===== src/rtl/pack8to32_pkg.sv =====
// Shared types and constants for the byte-to-word packer.
package pack_pkg;

  localparam int BYTE_W         = 8;
  localparam int BYTES_PER_WORD = 4;
  localparam int WORD_W         = BYTE_W * BYTES_PER_WORD;

  typedef enum logic [1:0] {IDLE, FILL, EMIT, DONE} state_t;

  typedef logic [1:0] lane_idx_t;

endpackage


===== src/rtl/pack8to32_if.sv =====
// Byte stream in (in_*) and packed word stream out (_start/_ready/_valid/_done/_out0).
interface pack8to32_if #(
  parameter int WORDS_W = 32
);
  import pack_pkg::*;

  logic signed [WORDS_W-1:0] count;
  logic                      _start;
  logic [31:0]               in_data;
  logic                      in_valid;
  logic                      in_done;
  logic                      in_ready;
  logic                      _ready;
  logic                      _valid;
  logic                      _done;
  logic signed [WORD_W-1:0]  _out0;

  modport slave (
    input  count, _start, in_data, in_valid, in_done, _ready,
    output in_ready, _valid, _done, _out0
  );

  modport master (
    output count, _start, in_data, in_valid, in_done, _ready,
    input  in_ready, _valid, _done, _out0
  );

endinterface


===== src/rtl/pack8to32_byte_shift_reg.sv =====
// Four byte lanes written by index; word_next shows the lanes including this cycle's write.
module byte_shift_reg
  import pack_pkg::*;
(
  input  logic              clk,
  input  logic              rst_n,
  input  logic              clear,
  input  logic              wr_en,
  input  lane_idx_t         idx,
  input  logic [BYTE_W-1:0] din,
  output logic [WORD_W-1:0] word_next
);

  logic [BYTES_PER_WORD-1:0][BYTE_W-1:0] lanes_q, lanes_d;

  always_comb begin
    lanes_d = lanes_q;
    if (clear) begin
      lanes_d = '0;
    end else if (wr_en) begin
      lanes_d[idx] = din;
    end
  end

  always_ff @(posedge clk) begin
    if (!rst_n) begin
      lanes_q <= '0;
    end else begin
      lanes_q <= lanes_d;
    end
  end

  // Lanes not yet written are zero, so a partial word comes out zero-padded.
  assign word_next = lanes_d;

endmodule


===== src/rtl/pack8to32.sv =====
// Packs a little-endian byte stream into 32-bit words, with a done marker after the last word.
module pack8to32
  import pack_pkg::*;
#(
  parameter int WORDS_W = 32
) (
  input logic          _clock,
  input logic          _reset_n,
  pack8to32_if.slave   bus
);

  localparam lane_idx_t LAST_LANE = lane_idx_t'(BYTES_PER_WORD - 1);

  state_t                    state_q, state_d;
  logic signed [WORDS_W-1:0] cnt_q, cnt_d;
  lane_idx_t                 idx_q, idx_d;
  logic [WORD_W-1:0]         out_q, out_d;
  logic [WORD_W-1:0]         word_next;
  logic                      xfer;
  logic                      lane_clear;
  logic                      lane_wr;
  logic                      unused_in_hi;

  assign unused_in_hi = ^bus.in_data[31:BYTE_W];

  assign bus.in_ready = (state_q == FILL) && _reset_n && !bus._start;
  assign xfer         = bus.in_valid && bus.in_ready;
  assign bus._valid   = (state_q == EMIT) || (state_q == DONE);
  assign bus._done    = (state_q == DONE);
  assign bus._out0    = out_q;

  byte_shift_reg u_lanes (
    .clk       (_clock),
    .rst_n     (_reset_n),
    .clear     (lane_clear),
    .wr_en     (lane_wr),
    .idx       (idx_q),
    .din       (bus.in_data[BYTE_W-1:0]),
    .word_next (word_next)
  );

  always_comb begin
    state_d    = state_q;
    cnt_d      = cnt_q;
    idx_d      = idx_q;
    out_d      = out_q;
    lane_clear = 1'b0;
    lane_wr    = 1'b0;

    if (bus._start) begin
      cnt_d      = (bus.count < 0) ? '0 : bus.count;
      idx_d      = '0;
      out_d      = '0;
      lane_clear = 1'b1;
      state_d    = (bus.count > 0) ? FILL : DONE;
    end else begin
      unique case (state_q)
        FILL: begin
          if (xfer) begin
            lane_wr = 1'b1;
            idx_d   = idx_q + 1'b1;
            // Early upstream done ends the run after this (possibly partial) word.
            if (idx_q == LAST_LANE || bus.in_done) begin
              out_d   = word_next;
              state_d = EMIT;
              if (bus.in_done) begin
                cnt_d = WORDS_W'(1);
              end
            end
          end
        end
        EMIT: begin
          if (bus._ready) begin
            lane_clear = 1'b1;
            idx_d      = '0;
            if (cnt_q > 0) begin
              cnt_d = cnt_q - WORDS_W'(1);
            end
            state_d = (cnt_q > 1) ? FILL : DONE;
          end
        end
        DONE: begin
          if (bus._ready) begin
            state_d = IDLE;
            out_d   = '0;
          end
        end
        default: begin
        end
      endcase
    end
  end

  always_ff @(posedge _clock) begin
    if (!_reset_n) begin
      state_q <= IDLE;
      cnt_q   <= '0;
      idx_q   <= '0;
      out_q   <= '0;
    end else begin
      state_q <= state_d;
      cnt_q   <= cnt_d;
      idx_q   <= idx_d;
      out_q   <= out_d;
    end
  end

endmodule


===== src/flat_wrapper.sv =====
// flat-port wrapper written by rule: the top's interface ports become plain ports
module pack8to32_flat import pack_pkg::*;
#(
  parameter int WORDS_W = 32
)
  (_clock, _reset_n, bus_count, bus__start, bus_in_data, bus_in_valid, bus_in_done, bus__ready, bus_in_ready, bus__valid, bus__done, bus__out0);
  pack8to32_if #(.WORDS_W(WORDS_W)) bus_i ();
  input logic _clock;
  input logic _reset_n;
  input wire logic [$bits(bus_i.count)-1:0] bus_count;
  input wire logic [$bits(bus_i._start)-1:0] bus__start;
  input wire logic [$bits(bus_i.in_data)-1:0] bus_in_data;
  input wire logic [$bits(bus_i.in_valid)-1:0] bus_in_valid;
  input wire logic [$bits(bus_i.in_done)-1:0] bus_in_done;
  input wire logic [$bits(bus_i._ready)-1:0] bus__ready;
  output wire logic [$bits(bus_i.in_ready)-1:0] bus_in_ready;
  output wire logic [$bits(bus_i._valid)-1:0] bus__valid;
  output wire logic [$bits(bus_i._done)-1:0] bus__done;
  output wire logic [$bits(bus_i._out0)-1:0] bus__out0;
  assign bus_i.count = bus_count;
  assign bus_i._start = bus__start;
  assign bus_i.in_data = bus_in_data;
  assign bus_i.in_valid = bus_in_valid;
  assign bus_i.in_done = bus_in_done;
  assign bus_i._ready = bus__ready;
  assign bus_in_ready = bus_i.in_ready;
  assign bus__valid = bus_i._valid;
  assign bus__done = bus_i._done;
  assign bus__out0 = bus_i._out0;
  pack8to32 #(.WORDS_W(WORDS_W)) u_core (._clock(_clock), ._reset_n(_reset_n), .bus(bus_i));
endmodule

===== config.mk =====
export PLATFORM = sky130hd
export DESIGN_NAME = pack8to32_flat
export DESIGN_NICKNAME = d
export VERILOG_FILES = /design/src/rtl/pack8to32_pkg.sv /design/src/rtl/pack8to32_if.sv /design/src/rtl/pack8to32_byte_shift_reg.sv /design/src/rtl/pack8to32.sv /design/src/flat_wrapper.sv
export SDC_FILE = /design/constraint.sdc
export NUM_CORES = 1
export LEC_CHECK = 0
export ABC_AREA = 0
export CORE_AREA = 2 2 104 106
export CTS_CLUSTER_SIZE = 28
export DETAILED_ROUTE_END_ITERATION = 10
export DIE_AREA = 0 0 106 108
export PLACE_DENSITY = 0.74
export SYNTH_ARGS = -nofsm -noshare
export SYNTH_HDL_FRONTEND = slang
export SYNTH_SLANG_ARGS = --single-unit

===== constraint.sdc =====
create_clock -name _clock -period 3.7 [get_ports _clock]
set_clock_uncertainty 0.1 [all_clocks]
set_input_delay 1.11 -clock _clock [delete_from_list [all_inputs] [get_ports _clock]]
set_output_delay 1.11 -clock _clock [all_outputs]
set_load 0.02 [all_outputs]

* Yosys cells after proc, flatten, opt, wreduce, memory -nomap -nowiden
Index checks and enable logic that the tools add are counted.
** Word-level totals
- Register bits :: 100
- Input port bits :: 70
- Word-level logic and storage cells :: 80
** Cells by class
- Add/sub/neg operators :: 2
- Magnitude comparators :: 6
- Eq/ne operators :: 14
- Mux-type cells :: 33
- Bitwise operators :: 1
- Reduce and logical (&&, ||, !) cells :: 16
** Operators with widths (count)
- two-way mux 32 bit :: 12
- one-hot mux 32 bit (2 select lines) :: 2
- > comparator 32 x 1 -> 1 bit (second input constant) :: 2
- bitwise mux 32 bit :: 1
- > comparator 32 x 2 -> 1 bit (second input constant) :: 1
- less-than comparator 32 x 1 -> 1 bit (second input constant) :: 1
- subtractor 32 x 2 -> 32 bit (second input constant) :: 1
- demux 8 bit (select 2 bit) :: 1
- two-way mux 2 bit :: 8
- != test 3 bit (second input constant) :: 5
- two-way mux 8 bit :: 1
- == test 2 bit (second input constant) :: 3
- two-way mux 1 bit :: 6
- != test 2 bit (second input constant) :: 3
- one-hot mux 2 bit (3 select lines) :: 1
- AND reduction 6 bit :: 1
- AND reduction 5 bit :: 1
- logical AND 1 bit :: 4
- one-hot mux 2 bit (2 select lines) :: 1
- AND reduction 4 bit :: 1
- nonzero test 2 bit :: 2
- nonzero test 4 bit :: 1
- less-than comparator 2 x 3 -> 1 bit (second input constant) :: 1
- != test 3 x 2 -> 1 bit (second input constant) :: 1
- other kinds (10) :: 11

* Longest topological paths before layout
- Depth in word-level cells :: 12
- Mapped depth :: 11

* Cells and area by module
A second synthesis with hierarchy kept.
** Unflattened totals
- Cells, all modules :: 707
- Area total of the unflattened synthesis :: 5957.0 um^2
** By module, submodules not included
- pack8to32 :: times used 1, cells each 505, area each 3982.6 um^2, seq. area each 1361.3 um^2
- byte_shift_reg :: times used 1, cells each 202, area each 1974.4 um^2, seq. area each 640.6 um^2

* Least setup slack after synthesis
Ideal clock, no wire load.
- Path type :: input-to-output
- Start point :: in bus__start
- End point :: out bus_in_ready
- Data arrival time :: 2.132 ns
- Data required time :: 2.490 ns
- Path slack :: 0.358 ns
- Cell stages on the path :: 5
- Path buffers :: 3
- Cell sequence :: clkbuf_1 nand2b_1 clkbuf_1 clkbuf_1 nor2_1
** On the way
- Longest elaborated chain between the ends :: 2
** RTL lines
- from (decl) :: line flat_wrapper.sv:11 : input wire logic [$bits(bus_i._start)-1:0] bus__start;
- zero test 1 bit :: line pack8to32.sv:26 : assign bus.in_ready = (state_q == FILL) && _reset_n && !bus._start;
- logical AND 1 bit :: line pack8to32.sv:26
- to (decl) :: line flat_wrapper.sv:16 : output wire logic [$bits(bus_i.in_ready)-1:0] bus_in_ready;
Every way passes these cells.

* Final worst setup path
Ends and elaborated chain as after synthesis.

==> flow_summary.json <==
{
  "run_status": "finished, final reports clean",
  "worstHoldPathType": "reg -> reg",
  "dieHeight_um": 108,
  "die_area_mm2": 0.0114,
  "critPathKind": "in -> out",
  "synthDistinctLibCells": 55,
  "syn_avg_cell_area_um2": 8.32,
  "period_minus_slack_ns": 3.29,
  "synth_common_cells": "dfxtp_1, nor2_1, nor3_1, nand2_1",
  "fin_cells": 810,
  "whs_ns": 0.404,
  "placed_area_mm2": 0.00598,
  "fmax_mhz": 304,
  "drtIter0Drc": 397,
  "relSlewSlack": 0.497,
  "layout-drive-gt1-share": 0.0920,
  "grt-ovfl-total": 0,
  "finalCritPeriodShare": 0.889,
  "hold_viol_final": 0,
  "fin_setup_tns_ns": 0,
  "antenna_left": 0,
  "tightest_slew_ns": 0.747,
  "max_stage_delay_ns": 0.42,
  "crit_fanout": 2,
  "path_clk_slew_ns": 0.11,
  "crit_arrival_ns": 2.08,
  "io_pins": 105,
  "synth_most_common_cell": "dfxtp_1",
  "grt_use_total": 0.251,
  "synthArstFlopShare": 0,
  "gp_congestion": 0.916,
  "worstPathRequired_ns": 2.49,
  "fin_area_mm2": 0.00620,
  "area_delta_synth_final_pct": 23.2,
  "ys_ff_latch": 100,
  "cp_num_buf_inv": 2,
  "p_leak_nw": 2.35,
  "syn_inst": 605,
  "nNetsFinal": 749,
  "rsz0062_at_grt": "false",
  "ys_warn_count": 0,
  "setup_viol": 0,
  "path_cells": "clkdlybuf4s50_1 -> nand2b_1 -> nor2_1 -> dlymetal6s2s_1",
  "multiInputGateArea_mm2": 0.00279,
  "power_w": 0.00242,
  "postCtsSetupRepairBufs": 0,
  "worstSetupEndpointType": "output pin",
  "root_buffer": "clkbuf_8",
  "drt_wl_total_um": 13900,
  "grt_pass1_wl_um": 23200,
  "synth-main-ff-cell": "dfxtp_1",
  "synth_nets": 685,
  "row_count": 37,
  "clock_path_buffers": 2,
  "cp-start-kind": "input pin",
  "numCtsBuffers": 9,
  "ys_seq_area_frac": 0.398,
  "peakVddDrop_mv": 0.229,
  "ff_latch_area_mm2": 0.00200,
  "via_per_inst": 5.99,
  "die_w_um": 106,
  "cts_tree": "yes",
  "synth_top_area_frac": 0.398,
  "cts.htree.levels": 3,
  "netlist_area_mm2": 0.00503,
  "start_util": 0.492,
  "cts_sinks": 100,
  "detailedRoute.firstPassIterationCount": 5,
  "num_antenna_cells": 0,
  "synth_edf_count": 0,
  "numPlacedInstances": 794,
  "core_mm2": 0.0102,
  "power_density_mw_per_mm2": 391,
  "clk_latency_ns": 0.38,
  "place_hpwl_um": 9350,
  "drc": 0,
  "cp_top_family": "buffers and inverters",
  "wire_per_inst_um": 17.1,
  "grt_pass1_vias": 4728,
  "grt_max_degree": 65,
  "dr_total_vias": 4854,
  "synth_top_area_cell": "dfxtp_1",
  "ys_top_cells_by_area": "dfxtp_1, nor2_1, mux2i_1",
  "slew_violations": 0,
  "antenna_found_initial": 0,
  "cp_slowest_cell": "clkdlybuf4s50_1",
  "cap_violations": 0,
  "port_buffers": 80,
  "nFillCells": 911
}
tightest hold or removal path: cells and delay by family (launching register included):
family          cells  cell delay [ns]
flops               1             0.33
compound gates      2             0.14
area by class of cell:
type,instances,area share
clock buffer,9,0.0200
clock inverter,7,0.0155
inverter,13,0.00787
multi-input combinational,447,0.451
sequential,100,0.323
tap,136,0.0275
timing repair buffer,98,0.155
placed cells by master (no fill, tap or decap), types with 9 or more instances in the layout:
cell,instances
nor2_1,99
a22oi_1,34
inv_1,12
dfxtp_1,100
ha_1,10
clkdlybuf4s50_1,79
o21ai_0,20
mux2i_1,32
nor3_1,49
buf_4,16
clkbuf_8,9
nand3_1,9
nand2_1,40
a21oi_1,38
nor4_1,15
registers in the layout (all words and copies together), names as in the netlist:
name and cells:
u_core.idx_q 2, u_core.bus._out0 32, u_core.u_lanes.lanes_q 32, u_core.state_q 2
u_core.cnt_q 32
final timing paths:
kind	cells after the start	slack, ns	to	startpoint
min	2	0.40	u_core.cnt_q[15]$_SDFFE_PN0P_	u_core.cnt_q[15]$_SDFFE_PN0P_
max reg2reg	6	1.10	u_core.cnt_q[25]$_SDFFE_PN0P_	u_core.cnt_q[0]$_SDFFE_PN0P_
min reg2reg	2	0.40	u_core.cnt_q[15]$_SDFFE_PN0P_	u_core.cnt_q[15]$_SDFFE_PN0P_
max	4	0.41	bus_in_ready	bus__start
where the power goes:
group          internal [W]  switching (W)  leakage, nW
combinational      0.000201       0.000334         1.43
sequential          0.00110      0.0000324        0.809
clock              0.000283       0.000469        0.109
metal layers:
| layer | vias up | track usage | part of all wire |
|---|---|---|---|
| met5 | - | 0 | 0 |
| met4 | 0 | 0.0780 | 0.017 |
| met3 | 21 | 0.0506 | 0.069 |
| met2 | 214 | 0.414 | 0.47 |
| met1 | 2288 | 0.332 | 0.45 |
| li1 | 2331 | - | - |
stage by stage:
stage          setup slack, ns  utilization
3_3_place_gp            0.0250        0.584
5_1_grt                  0.379        0.606
6_report                 0.410        0.606
2_1_floorplan            0.358            -
4_1_cts                 0.0102        0.606
3_5_place_dp            0.0333        0.584
cells by family (layout without fill, tap and decap cells):
family	Yosys count	after routing	synth area share
buf+inv	58	127	0.0492
xor+xnor	2	2	0.00348
fa+ha+maj	10	10	0.0249
compound gates	153	153	0.219
simple gates	250	250	0.242
mux	32	32	0.0637
flops	100	100	0.398
timing repair:
item	in CTS	in global routing
hold buffers	0	0
endpoints found under the setup margin	0	1
gates resized for setup	0	1
(Power assumes the default switching activity.)
